===== src/rtl/game_pkg.sv =====
// Shared screen geometry, bullet FSM encoding and colour constants for the
// game video pipeline.
package game_pkg;

  localparam int MAX_X        = 640;
  localparam int MAX_Y        = 480;
  localparam int FRAME_TICK_Y = 481;

  localparam logic [2:0] BULLET_RGB = 3'b110;
  localparam logic [2:0] BLACK      = 3'b000;

  typedef enum logic [1:0] {
    IDLE = 2'd0,
    FLY  = 2'd1,
    COOL = 2'd2
  } bullet_state_t;

endpackage


===== src/rtl/bullet_ctrl_if.sv =====
// Pixel-stream link between the sync generator / mixer and the bullet:
// scan position in, bullet position and colour contribution out.
interface bullet_ctrl_if;

  logic        video_on;
  logic [10:0] pix_x;
  logic [10:0] pix_y;
  logic [10:0] bull_x;
  logic [10:0] bull_y;
  logic        bull_on;
  logic [2:0]  rgb;

  modport master (
    output video_on, pix_x, pix_y,
    input  bull_x, bull_y, bull_on, rgb
  );

  modport slave (
    input  video_on, pix_x, pix_y,
    output bull_x, bull_y, bull_on, rgb
  );

endinterface


===== src/rtl/edge_detect.sv =====
// Per-bit rise or fall detector with a configurable reset value, so that the
// first cycle after reset produces no spurious edge.
module edge_detect #(
  parameter int               WIDTH   = 1,
  parameter logic [WIDTH-1:0] RST_VAL = '0,
  parameter bit               FALL    = 1'b0
) (
  input  logic             clk,
  input  logic             reset,
  input  logic [WIDTH-1:0] d,
  output logic [WIDTH-1:0] pulse
);

  logic [WIDTH-1:0] d_q;

  always_ff @(posedge clk or negedge reset) begin
    if (!reset) d_q <= RST_VAL;
    else        d_q <= d;
  end

  assign pulse = FALL ? (d_q & ~d) : (d & ~d_q);

endmodule


===== src/rtl/bullet_ctrl.sv =====
// Player bullet: launches from the ship on a fire edge, climbs once per frame,
// parks on a hit or when leaving the top edge, and renders into the pixel stream.
module bullet_ctrl
  import game_pkg::*;
#(
  parameter int BULLET_V = 4,
  parameter int BULLET_W = 2,
  parameter int BULLET_H = 6,
  parameter int COOLDOWN = 8,
  parameter int N_OBS    = 4
) (
  input  logic             clk,
  input  logic             reset,
  bullet_ctrl_if.slave     vid,
  input  logic             fire,
  input  logic [10:0]      ship_x,
  input  logic [10:0]      ship_y,
  input  logic [N_OBS-1:0] obs_state,
  output logic             active,
  output logic [7:0]       hit_count
);

  localparam int            CW        = (COOLDOWN > 0) ? $clog2(COOLDOWN + 1) : 1;
  localparam logic [CW-1:0] COOL_LOAD = CW'(COOLDOWN);
  localparam logic [10:0]   V11       = 11'(BULLET_V);
  localparam logic [10:0]   H11       = 11'(BULLET_H);
  localparam logic [10:0]   W_M1      = 11'(BULLET_W - 1);
  localparam logic [10:0]   H_M1      = 11'(BULLET_H - 1);
  localparam bullet_state_t AFTER_FLY = (COOLDOWN == 0) ? IDLE : COOL;

  bullet_state_t    state, state_next;
  logic [10:0]      pos_x, pos_y;
  logic [CW-1:0]    cool_cnt;
  logic             fire_edge;
  logic [N_OBS-1:0] obs_fall;
  logic             hit_edge;
  logic             frame_tick;
  logic             leave_fly;

  edge_detect #(.WIDTH(1), .RST_VAL(1'b0), .FALL(1'b0)) u_fire_edge (
    .clk   (clk),
    .reset (reset),
    .d     (fire),
    .pulse (fire_edge)
  );

  edge_detect #(.WIDTH(N_OBS), .RST_VAL({N_OBS{1'b1}}), .FALL(1'b1)) u_obs_edge (
    .clk   (clk),
    .reset (reset),
    .d     (obs_state),
    .pulse (obs_fall)
  );

  assign hit_edge   = |obs_fall;
  assign frame_tick = (vid.pix_y == 11'(FRAME_TICK_Y)) && (vid.pix_x == 11'd0);
  // A hit wins over a frame tick, so a coincident tick never moves the bullet.
  assign leave_fly  = hit_edge || (frame_tick && (pos_y < V11));

  always_ff @(posedge clk or negedge reset) begin
    if (!reset) state <= IDLE;
    else        state <= state_next;
  end

  always_comb begin
    state_next = state;
    case (state)
      IDLE:    if (fire_edge) state_next = FLY;
      FLY:     if (leave_fly) state_next = AFTER_FLY;
      COOL:    if (cool_cnt == '0) state_next = IDLE;
      default: state_next = IDLE;
    endcase
  end

  always_ff @(posedge clk or negedge reset) begin
    if (!reset) begin
      pos_x     <= '0;
      pos_y     <= '0;
      cool_cnt  <= '0;
      hit_count <= '0;
    end else begin
      case (state)
        IDLE: begin
          if (fire_edge) begin
            pos_x <= ship_x;
            pos_y <= (ship_y < H11) ? 11'd0 : ship_y - H11;
          end else begin
            pos_x <= '0;
            pos_y <= '0;
          end
        end
        FLY: begin
          if (leave_fly) begin
            pos_x    <= '0;
            pos_y    <= '0;
            cool_cnt <= COOL_LOAD;
            if (hit_edge && (hit_count != 8'hFF)) hit_count <= hit_count + 8'd1;
          end else if (frame_tick) begin
            pos_y <= pos_y - V11;
          end
        end
        COOL: begin
          pos_x <= '0;
          pos_y <= '0;
          if (frame_tick && (cool_cnt != '0)) cool_cnt <= cool_cnt - CW'(1);
        end
        default: begin
          pos_x <= '0;
          pos_y <= '0;
        end
      endcase
    end
  end

  always_comb begin
    active      = (state == FLY);
    vid.bull_on = active
                  && (vid.pix_x >= pos_x) && (vid.pix_x <= pos_x + W_M1)
                  && (vid.pix_y >= pos_y) && (vid.pix_y <= pos_y + H_M1);
    vid.rgb     = (vid.video_on && vid.bull_on) ? BULLET_RGB : BLACK;
  end

  assign vid.bull_x = pos_x;
  assign vid.bull_y = pos_y;

endmodule


===== src/flat_wrapper.sv =====
// flat-port wrapper written by rule: the top's interface ports become plain ports
module bullet_ctrl_flat import game_pkg::*;
#(
  parameter int BULLET_V = 4,
  parameter int BULLET_W = 2,
  parameter int BULLET_H = 6,
  parameter int COOLDOWN = 8,
  parameter int N_OBS    = 4
)
  (clk, reset, fire, ship_x, ship_y, obs_state, active, hit_count, vid_video_on, vid_pix_x, vid_pix_y, vid_bull_x, vid_bull_y, vid_bull_on, vid_rgb);
  bullet_ctrl_if vid_i ();
  input  logic clk;
  input  logic reset;
  input  logic fire;
  input  logic [10:0] ship_x;
  input  logic [10:0] ship_y;
  input  logic [N_OBS-1:0] obs_state;
  output logic active;
  output logic [7:0] hit_count;
  input wire logic [$bits(vid_i.video_on)-1:0] vid_video_on;
  input wire logic [$bits(vid_i.pix_x)-1:0] vid_pix_x;
  input wire logic [$bits(vid_i.pix_y)-1:0] vid_pix_y;
  output wire logic [$bits(vid_i.bull_x)-1:0] vid_bull_x;
  output wire logic [$bits(vid_i.bull_y)-1:0] vid_bull_y;
  output wire logic [$bits(vid_i.bull_on)-1:0] vid_bull_on;
  output wire logic [$bits(vid_i.rgb)-1:0] vid_rgb;
  assign vid_i.video_on = vid_video_on;
  assign vid_i.pix_x = vid_pix_x;
  assign vid_i.pix_y = vid_pix_y;
  assign vid_bull_x = vid_i.bull_x;
  assign vid_bull_y = vid_i.bull_y;
  assign vid_bull_on = vid_i.bull_on;
  assign vid_rgb = vid_i.rgb;
  bullet_ctrl #(.BULLET_V(BULLET_V), .BULLET_W(BULLET_W), .BULLET_H(BULLET_H), .COOLDOWN(COOLDOWN), .N_OBS(N_OBS)) u_core (.clk(clk), .reset(reset), .vid(vid_i), .fire(fire), .ship_x(ship_x), .ship_y(ship_y), .obs_state(obs_state), .active(active), .hit_count(hit_count));
endmodule

===== config.mk =====
export PLATFORM = sky130hd
export DESIGN_NAME = bullet_ctrl_flat
export DESIGN_NICKNAME = d
export VERILOG_FILES = /design/src/rtl/game_pkg.sv /design/src/rtl/bullet_ctrl_if.sv /design/src/rtl/edge_detect.sv /design/src/rtl/bullet_ctrl.sv /design/src/flat_wrapper.sv
export SDC_FILE = /design/constraint.sdc
export NUM_CORES = 1
export LEC_CHECK = 0
export ABC_AREA = 1
export BUFFER_PORTS_ARGS = -buffer_cell sky130_fd_sc_hd__buf_2
export CORE_ASPECT_RATIO = 1.2
export CORE_MARGIN = 2
export CORE_UTILIZATION = 40
export CTS_CLUSTER_SIZE = 28
export DETAILED_ROUTE_END_ITERATION = 8
export PLACE_DENSITY = 0.76
export SLEW_MARGIN = 5
export SYNTH_ARGS = -nofsm -noshare
export SYNTH_HDL_FRONTEND = slang
export SYNTH_HIERARCHICAL = 1
export SYNTH_SLANG_ARGS = --single-unit

===== constraint.sdc =====
create_clock -name clk -period 3 [get_ports clk]
set_input_delay 0.6 -clock clk [delete_from_list [all_inputs] [get_ports clk]]
set_output_delay 0.6 -clock clk [all_outputs]
set_load 0.005 [all_outputs]

==> metrics.txt, run 1 <==
Antenna Diode Count 0; share of the synthesized area in the top cell type between 20% and 30%; Syn Nets roughly 670; area leader, netlist dfrtp_1; GR Overflow Total 0; crit-path max FO 3; largest net degree at the start of global routing 28; syn_area_per_cell about 7 µm²; final core utilization 51.67%; CTS Buf Count 5; first-pass GRT wire length around 16000 µm; CP Capture Type primary output; chip width between 90 and 100 µm; mux cell area share after synthesis 0%; placed cell area ~4700 µm²; 1st-iter DRT viols 170; die height approximately 110 µm; worst slew pin tran slightly below 0.7 ns; Final ANT Viol Nets 0; minimum clock period around 3.4 ns; I/O Buffers 85; # hold bufs at CTS 0; HPWL after DPL just over 8000 µm; Sw Pwr 1.070 mW; Post-Syn Area 3953 µm²; floorplan core area 9564 µm²; fmax 296.3 MHz; power per cell area around 530 nW/µm²; Cell Rows 39; most frequent cells in the layout nand2_1, buf_2, inv_1; Synth Area in Compound Gates ~4.8%; P_leak ~2.7 nW; commonest non-fill, non-tap cell in the layout nand2_1; Area Growth Syn to Fin 25.04%; pre-CTS setup slack -0.1047 ns; via density per instance between 4 and 5; largest family of logic cells by synthesized area simple AND/OR/NAND/NOR gates; CTS tree done; Top FF cell, synth dfrtp_1; # nets final between 700 and 800; area share of fa/ha/maj cells after synthesis roughly 16%; Req. time, crit path 2.40 ns; Clock Path Buffers 2; Synth area leaders dfrtp_1, ha_1, nand2_1, inv_1, xor2_1; ys async rst share between 90% and 100%; P_int about 1.5 mW; initial core utilization approximately 41%; fin worst setup slack -0.3746 ns; Slew HR 54.41%; IO Pins 87; die area about 11000 µm²; Reg power frac between 20% and 30%; Synth Area in XOR/XNOR under 10%; share of cells above drive strength 1 26.25%; sequential share of the synthesized area a little over a quarter; average wire per standard cell between 10 and 15 µm; DRC 0; WP data arrival ~2.8 ns; Setup CP Type reg -> out; clock share of power between 20 and 25%; Sw Share 40.90%; vias in the first global route between 3000 and 4000; Comb pwr share around 47%; Clk Latency, worst-skew pair ~0.29 ns; outcome finished with violations; HP Class in -> async; maximum vdd drop roughly 330 µV; Final Hold Vio Count 0; Total GRT Usage around a fifth; Post-synth EDFFs 0; Synth Area in Simple Gates about 34%; Ys Warns 6; WL final ~10000 µm; Yosys cell types 38; Syn Inst Count about 560; first-pass iteration count of the detailed router 6; synthesized flop and latch total just over 40; CTS Sinks 41; clock root buffer clkbuf_16; fin crit share 112.5%; Max-Cap Viols 0; Slew Viols, Final 0; final-report setup violation count 3; Pwr Total about 2.6 mW; via count just under 4000; post-route cell area between 4000 and 5000 µm²; failing checks setup timing; RSZ-0062 raised after global routing true; CTS clk-pin slew, worst paths ~0.060 ns; Placer Congestion about 0.85; startpoint types flop; H-Tree Depth 2; initial antenna violation count 0; Final Skew 0.004847 ns
[state kept, by name, indices dropped and copies added, names as in the netlist]
signal	cells
u_core/vid.bull_x	11
u_core/vid.bull_y	11
u_core/hit_count	8
u_core/cool_cnt	4
u_core/u_obs_edge/d_q	4
u_core/state	2
u_core/u_fire_edge/d_q	1
[cells in the mapped netlist (7+ instances only)]
master   count
a21oi_1     13
nor2_1      49
nand2_1    167
ha_1        52
o21ai_1      8
o21ai_0      7
nand3_1     44
inv_1       82
xor2_1      29
dfrtp_1     37
nor2_2      10
nand4_1     10
[cells by family (layout without fill, tap and decap cells)]
group	after synthesis	after routing
and+or+nand+nor	305	305
buffers and inverters	95	211
adders and majority gates	52	52
DFF	41	41
xor gates and xnor gates	35	35
AOI/OAI and AO/OA	33	33
other	1	1
[metrics by stage]
stage	std cells	hold slack (ns)	setup TNS (ns)
2_1_floorplan	562	0.3044	-0.04796
3_3_place_gp	791	0.4837	-0.05315
3_5_place_dp	791	0.5046	-0.2324
4_1_cts	800	0.3759	-1.097
5_1_grt	801	0.4094	-1.624
6_report	801	0.3498	-1.039
[power by group through the flow]
| stage | combinational [mW] | sequential [mW] | clock, mW |
|---|---|---|---|
| detailed placement | 1.19 | 0.766 | 0 |
| finish | 1.22 | 0.763 | 0.632 |
| global route | 1.38 | 0.780 | 0.674 |
| CTS | 1.21 | 0.759 | 0.643 |
| floorplan | 0.804 | 0.762 | 0 |
| global placement | 1.15 | 0.761 | 0 |
[worst paths after layout]
kind,slack [ns],from,endpoint,cells after the start
min in group clk,0.42,obs_state[1],u_core/u_obs_edge/d_q[1],1
max in group asynchronous,1.91,reset,u_core/u_obs_edge/d_q[1],2
hold / removal,0.35,reset,u_core/vid.bull_x[10],1
setup reg to reg,1.14,u_core/vid.bull_y[3],u_core/vid.bull_y[10],12
hold reg to reg,0.51,u_core/cool_cnt[3],u_core/cool_cnt[3],2
setup / recovery,-0.37,u_core/vid.bull_y[3],vid_rgb[1],16
[worst max-delay path, cell delays in order, from the launching register on]
cell	delay [ns]
dfrtp_1	0.41
ha_1	0.26
a21oi_4	0.05
nor2_2	0.13
nand3_2	0.12
nor2_4	0.12
nand3_2	0.08
xor2_1	0.16
ha_1	0.32
nand2_2	0.07
buf_4	0.13
nor2_1	0.08
nand3_1	0.08
nand2_1	0.06
nand4_1	0.14
nor2_2	0.14
buf_2	0.12
[per-layer routing]
layer  wire length [µm]  vias to the layer above  global-route usage [%]  share of wire (%)
met3                571                       14                   2.796                5.5
met4                179                        0                   4.831                1.7
met5                  0                        -                       0                  0
met1               4494                     1770                   23.29                 44
li1                   -                     2003                       -                  -
met2               5083                      124                   34.00                 49
[area by class of cell]
type	instances	area [µm²]
tap	123	153.9
timing repair buffer	117	665.6
fill	959	4622
inverter	86	327.8
sequential	41	1032
multi-input combinational	426	2594
clock inverter	3	43.79
clock buffer	5	125.1
[timing repair]
item	CTS	global route
gates resized for setup	5	14
pin swaps	11	14
setup endpoints to repair	3	3
setup buffers	1	2
Power figures use the tool's default switching activity.
==> run 2, diff against run 1 <==
--- a/config.mk
+++ b/config.mk
@@ -8,3 +8,2 @@
 export ABC_AREA = 1
-export BUFFER_PORTS_ARGS = -buffer_cell sky130_fd_sc_hd__buf_2
 export CORE_ASPECT_RATIO = 1.2
@@ -14,3 +13,4 @@
 export DETAILED_ROUTE_END_ITERATION = 8
-export PLACE_DENSITY = 0.76
+export DONT_BUFFER_PORTS = 1
+export PLACE_DENSITY = 0.68
 export SLEW_MARGIN = 5
==> constraint.sdc (replaced) <==
create_clock -name clk -period 3 [get_ports clk]
set_input_delay 0 -clock clk [delete_from_list [all_inputs] [get_ports clk]]
set_output_delay 0 -clock clk [all_outputs]
set_load 0.005 [all_outputs]
==> run 2 against run 1 <==
The flow now finishes without violations; clock skew increased by 0.0031 ns; flip-flop and latch count did not move; clock power rose by 15%; sequential share of layout area grew 1.7 points; setup slack improved by 0.55 ns; core utilization decreased by 3.7 points; combinational power shrank 17%; die area did not move; critical path type unchanged; critical endpoint is now vid_rgb[2]; largest cell class unchanged.
==> metrics.txt, run 2 (synthesized netlist as in run 1, its figures left out) <==
cells along the critical path ha_1 -> a21oi_2 -> nor2_2 -> nand3_2 -> nor2_2 -> nand3_2 -> xor2_1 -> ha_1 -> nand2_2 -> nor2_1 -> and2_1 -> nand2_1 -> nand3_1 -> nand2_1 -> nand4_1 -> nor2_2; P_leak 2.311 nW (-14%); share of cells above drive strength 1 11.34% (-15 points); CP max stage delay 0.48 ns (+0.07 ns); clock root buffer clkbuf_16; WP data arrival 2.83 ns (+0.06 ns); most frequent CP cell nor2_2; Placer Congestion 0.8574 (+0.29%); first-pass iteration count of the detailed router 4 (-2); fmax 353.9 MHz (+19%); CP top delay family simple AND/OR/NAND/NOR gates; Final ANT Viol Nets 0 (unchanged); GR Overflow Total 0 (unchanged); CTS tree done; Total GRT Usage 18.95% (+0.072 points); DRC 0 (unchanged); Hold Slack 0.006675 ns (-0.3431 ns); final-report setup violation count 0 (-3); chip width 94.75 µm (unchanged); Slew Viols, Final 0 (unchanged); DR WL met3 698 µm (+22%); # nets final 694 (-11%); Final Skew 0.007937 ns (+0.003091 ns); minimum clock period 2.825 ns (-0.5491 ns); reg2reg end u_core/cool_cnt[1]; pre-CTS setup slack 0.3754 ns (+0.4801 ns); R2R depth 8 (-4); fin crit share 94.18% (-18 points); fin worst setup slack 0.1745 ns (+0.5491 ns); Req. time, crit path 3.00 ns (+0.60 ns); IO Pins 87 (unchanged); startpoint types flop; Crit. path cell count 16 (unchanged); initial antenna violation count 0 (unchanged); metal2 WL 4885 µm (-3.9%); WL final 9884 µm (-4.3%); 1st-iter DRT viols 159 (-6.5%); Area Growth Syn to Fin 16.05%; outcome finished clean; H-Tree Depth 2 (unchanged); commonest non-fill, non-tap cell in the layout nand2_1; Final Hold Vio Count 0 (unchanged); CP Capture Type primary output; slowest CP cell dfrtp_2; reg-to-reg slack, setup 1.20 ns (+0.06 ns); RR Startpoint u_core/vid.bull_y[7]; via count 3525 (-9.9%); I/O Buffers 0 (-100%); CP endpoint vid_rgb[2]; Clock Path Buffers 2 (unchanged); crit-path max FO 8 (+5); via density per instance 4.937 (+1.1%); most frequent cells in the layout nand2_1, inv_1, ha_1; Cell Rows 39 (unchanged); CTS Buf Count 5 (unchanged); power per cell area 553.6 nW/µm² (+4.6%); Clk Latency, worst-skew pair 0.29 ns (about the same); CTS clk-pin slew, worst paths 0.07 ns (about the same); Antenna Diode Count 0 (unchanged); HPWL after DPL 7809 µm (-4.9%); floorplan core area 9564 µm² (unchanged); HP Class in -> reg; initial core utilization 41.33% (unchanged); Max-Cap Viols 0 (unchanged); vias in the first global route 3525 (-1.9%); Max Used Layer met4; die area 10700 µm² (unchanged); Critical Path Start u_core/vid.bull_y[3]; average wire per standard cell 13.84 µm (+7.4%); largest net degree at the start of global routing 42 (+50%); die height 112.9 µm (unchanged); CP bufs+invs 0 (-2); first-pass GRT wire length 16160 µm (-0.43%); maximum vdd drop 350.7 µV (+5.6%); Setup CP Type reg -> out; CTS Sinks 41 (unchanged); wl on met1 4206 µm (-6.4%)
-- run 2: power breakdown --
group	switching, mW	internal (mW)	total [mW]
logic	0.603	0.402	1.01
clock network	0.246	0.480	0.727
registers	0.157	0.651	0.807
total	1.01	1.53	2.54
-- run 2: layer usage --
metal  up-vias  GRT usage (%)
li1       1820              -
met1      1607          23.50
met2        92          33.33
met3         6          4.261
met4         0          4.058
met5         -              0
-- run 2: what timing repair did --
action	4_1_cts	5_1_grt
resized for setup	0	20
hold endpoints to repair	62	0
buffers inserted	0	6
endpoints found under the setup margin	0	3
hold buffers	23	0
-- run 2: cell type report --
type                            count  area [µm²]
Clock buffer                        5       125.1
Multi-Input combinational cell    426        2572
Sequential cell                    41        1035
Tap cell                          123       153.9
Clock inverter                      3       68.82
Inverter                           86       327.8
Fill cell                         982        4977
Timing Repair Buffer               30       304.0
-- run 2: worst min-delay path by stage --
stage | start | to | cells past startpoint
6_report | ship_y[9] | u_core/vid.bull_y[9] | 5
5_1_grt | ship_y[3] | u_core/vid.bull_y[3] | 6
4_1_cts | ship_y[3] | u_core/vid.bull_y[3] | 6
3_5_place_dp | reset | u_core/vid.bull_y[8] | 0
3_3_place_gp | reset | u_core/vid.bull_y[7] | 0
2_1_floorplan | reset | u_core/cool_cnt[0] | 0
-- run 2: stage by stage --
| stage | cell area [µm²] | util (%) | std cells | power [mW] | TNS, ns |
|---|---|---|---|---|---|
| finish | 4587 | 47.96 | 714 | 2.539 | 0 |
| global route | 4587 | 47.96 | 714 | 2.764 | -0.1063 |
| CTS | 4469 | 46.73 | 708 | 2.531 | 0 |
| detailed placement | 4028 | 42.11 | 677 | 1.750 | 0 |
| global placement | 4028 | 42.11 | 677 | 1.725 | 0 |
| floorplan | 3953 | - | 562 | 1.564 | 0 |
-- run 2: worst reg2reg max path, delay by kind of cell (launching register included) --
family	cells	cell delay (ns)
and+or+nand+nor	7	1.02
buffers and inverters	1	0.20
DFF	1	0.46
==> run 3, diff against run 2 <==
Settings changed: PLACE_DENSITY 0.68 to 0.66.
Clock period 3 ns to 3.21 ns, I/O delays scaled along.
==> run 3 against run 2 <==
Critical path depth increased by 1; die area is the same; design area decreased by 2.7%; clock skew down 0.0027 ns; largest cell class unchanged.
==> metrics.txt, run 3 (synthesized netlist as in run 1, its figures left out) <==
I/O Buffers 0 (unchanged); outcome finished clean; IO Pins 87 (unchanged); Final Skew 0.005235 ns (-0.002703 ns); P_leak 2.275 nW (-1.6%); Cell Rows 39 (unchanged); 1st-iter DRT viols 136 (-14%); CP Capture Type primary output; chip width 94.75 µm (unchanged); maximum vdd drop 288.4 µV (-18%); power per cell area 499.5 nW/µm² (-9.8%); share of cells above drive strength 1 8.673% (-2.7 points); most frequent cells in the layout nand2_1, inv_1, ha_1; startpoint types flop; Placer Congestion 0.8752 (+2.1%); clock root buffer clkbuf_16; fin worst setup slack 0.2816 ns (+0.1070 ns); final-report setup violation count 0 (unchanged); fmax 341.5 MHz; first-pass GRT wire length 15990 µm (-1.1%); WL final 9597 µm (-2.9%); DRC 0 (unchanged); crit-path max FO 8 (unchanged); first-pass iteration count of the detailed router 4 (unchanged); commonest non-fill, non-tap cell in the layout nand2_1; via density per instance 4.990 (+1.1%); CTS clk-pin slew, worst paths 0.06 ns (about the same); Final ANT Viol Nets 0 (unchanged); HP Class in -> reg; Setup CP Type reg -> out; via count 3548 (+0.65%); Clk Latency, worst-skew pair 0.29 ns (about the same); H-Tree Depth 2 (unchanged); average wire per standard cell 13.50 µm (-2.5%); Max-Cap Viols 0 (unchanged); largest net degree at the start of global routing 42 (unchanged); Req. time, crit path 3.21 ns (+0.21 ns); Final Hold Vio Count 0 (unchanged); Slew Viols, Final 0 (unchanged); GR Overflow Total 0 (unchanged); Antenna Diode Count 0 (unchanged); minimum clock period 2.928 ns; Hold Slack 0.01177 ns (+0.005091 ns); CTS tree done; die area 10700 µm² (unchanged); Critical Path Start u_core/vid.bull_y[2]; Area Growth Syn to Fin 12.95%; CTS Sinks 41 (unchanged); HPWL after DPL 7784 µm (-0.32%); Sum Neg Setup Slack 0 ns (unchanged); initial antenna violation count 0 (unchanged); floorplan core area 9564 µm² (unchanged); die height 112.9 µm (unchanged); vias in the first global route 3477 (-1.4%); pre-CTS setup slack 0.4086 ns (+0.03317 ns); initial core utilization 41.33% (unchanged); CTS Buf Count 5 (unchanged); # nets final 691 (-0.43%); Total GRT Usage 18.70% (-0.25 points); RR Startpoint u_core/vid.bull_y[2]; fin crit share between 90% and 100%; Clock Path Buffers 2 (unchanged); hold_sp vid_pix_x[10]; final core utilization 46.68% (-1.3 points); WP data arrival 2.93 ns (+0.10 ns)
run 3: changes by cell type in the layout (fill, tap and decap cells not counted), sizes merged:
cell,change
buf,-4
bufinv,-2
clkbuf,+2
dlygate4sd3,+1
run 3: where the power goes:
part / switching, mW / internal (mW) / total (mW)
Sequential: 0.154 / 0.608 / 0.762
Clock: 0.222 / 0.334 / 0.556
Combinational: 0.547 / 0.365 / 0.912
run 3: per-layer routing:
metal  track usage (%)  routed length, µm
met3             4.660                689
met4             6.087                201
met5                 0                  0
met1             22.76               4082
met2             32.06               4624
run 3: worst max-delay path, stage by stage, from the launching register on:
cell,delay [ns]
dfrtp_2,0.50
inv_4,0.11
ha_1,0.14
a21oi_1,0.08
nor2_1,0.16
nand3_1,0.13
nor2_2,0.16
nand3_1,0.09
xor2_1,0.16
ha_1,0.31
nand2_1,0.11
nor2_1,0.07
and2_1,0.15
nand2_1,0.05
nand3_1,0.06
nand2_1,0.06
nand4_1,0.12
nor2_2,0.19
run 3: stage by stage:
stage                     cells  instance area, µm²  total power [mW]
after global routing        711                4464             2.441
after floorplan             562                3953             1.462
final                       711                4464             2.230
after CTS                   708                4432             2.241
after detailed placement    676                4020             1.635
after global placement      676                4020             1.605
run 3: repair_timing:
action | CTS | global route
gates resized for setup | 0 | 6
buffers inserted | 0 | 3
hold endpoints to repair | 63 | 0
endpoints found under the setup margin | 0 | 3
hold buffers | 24 | 0
run 3: cell type report:
class                      instances  area (µm²)
fill                             998        5100
multi-input combinational        426        2512
sequential                        41        1033
inverter                          86       330.3
timing repair buffer              27       272.8
tap                              123       153.9
clock buffer                       7       152.6
clock inverter                     1       8.758
run 3: path summary, 6_finish.rpt:
kind                       depth (start not counted)  slack, ns                       end
setup reg to reg                                  12       1.44     u_core/vid.bull_y[10]
max in group asynchronous                          2       2.77  u_core/u_obs_edge/d_q[1]
hold / removal                                     5       0.01        u_core/cool_cnt[1]
hold reg to reg                                    2       0.51        u_core/cool_cnt[1]
min in group asynchronous                          2       0.17      u_core/vid.bull_y[6]
setup / recovery                                  17       0.28                vid_rgb[2]
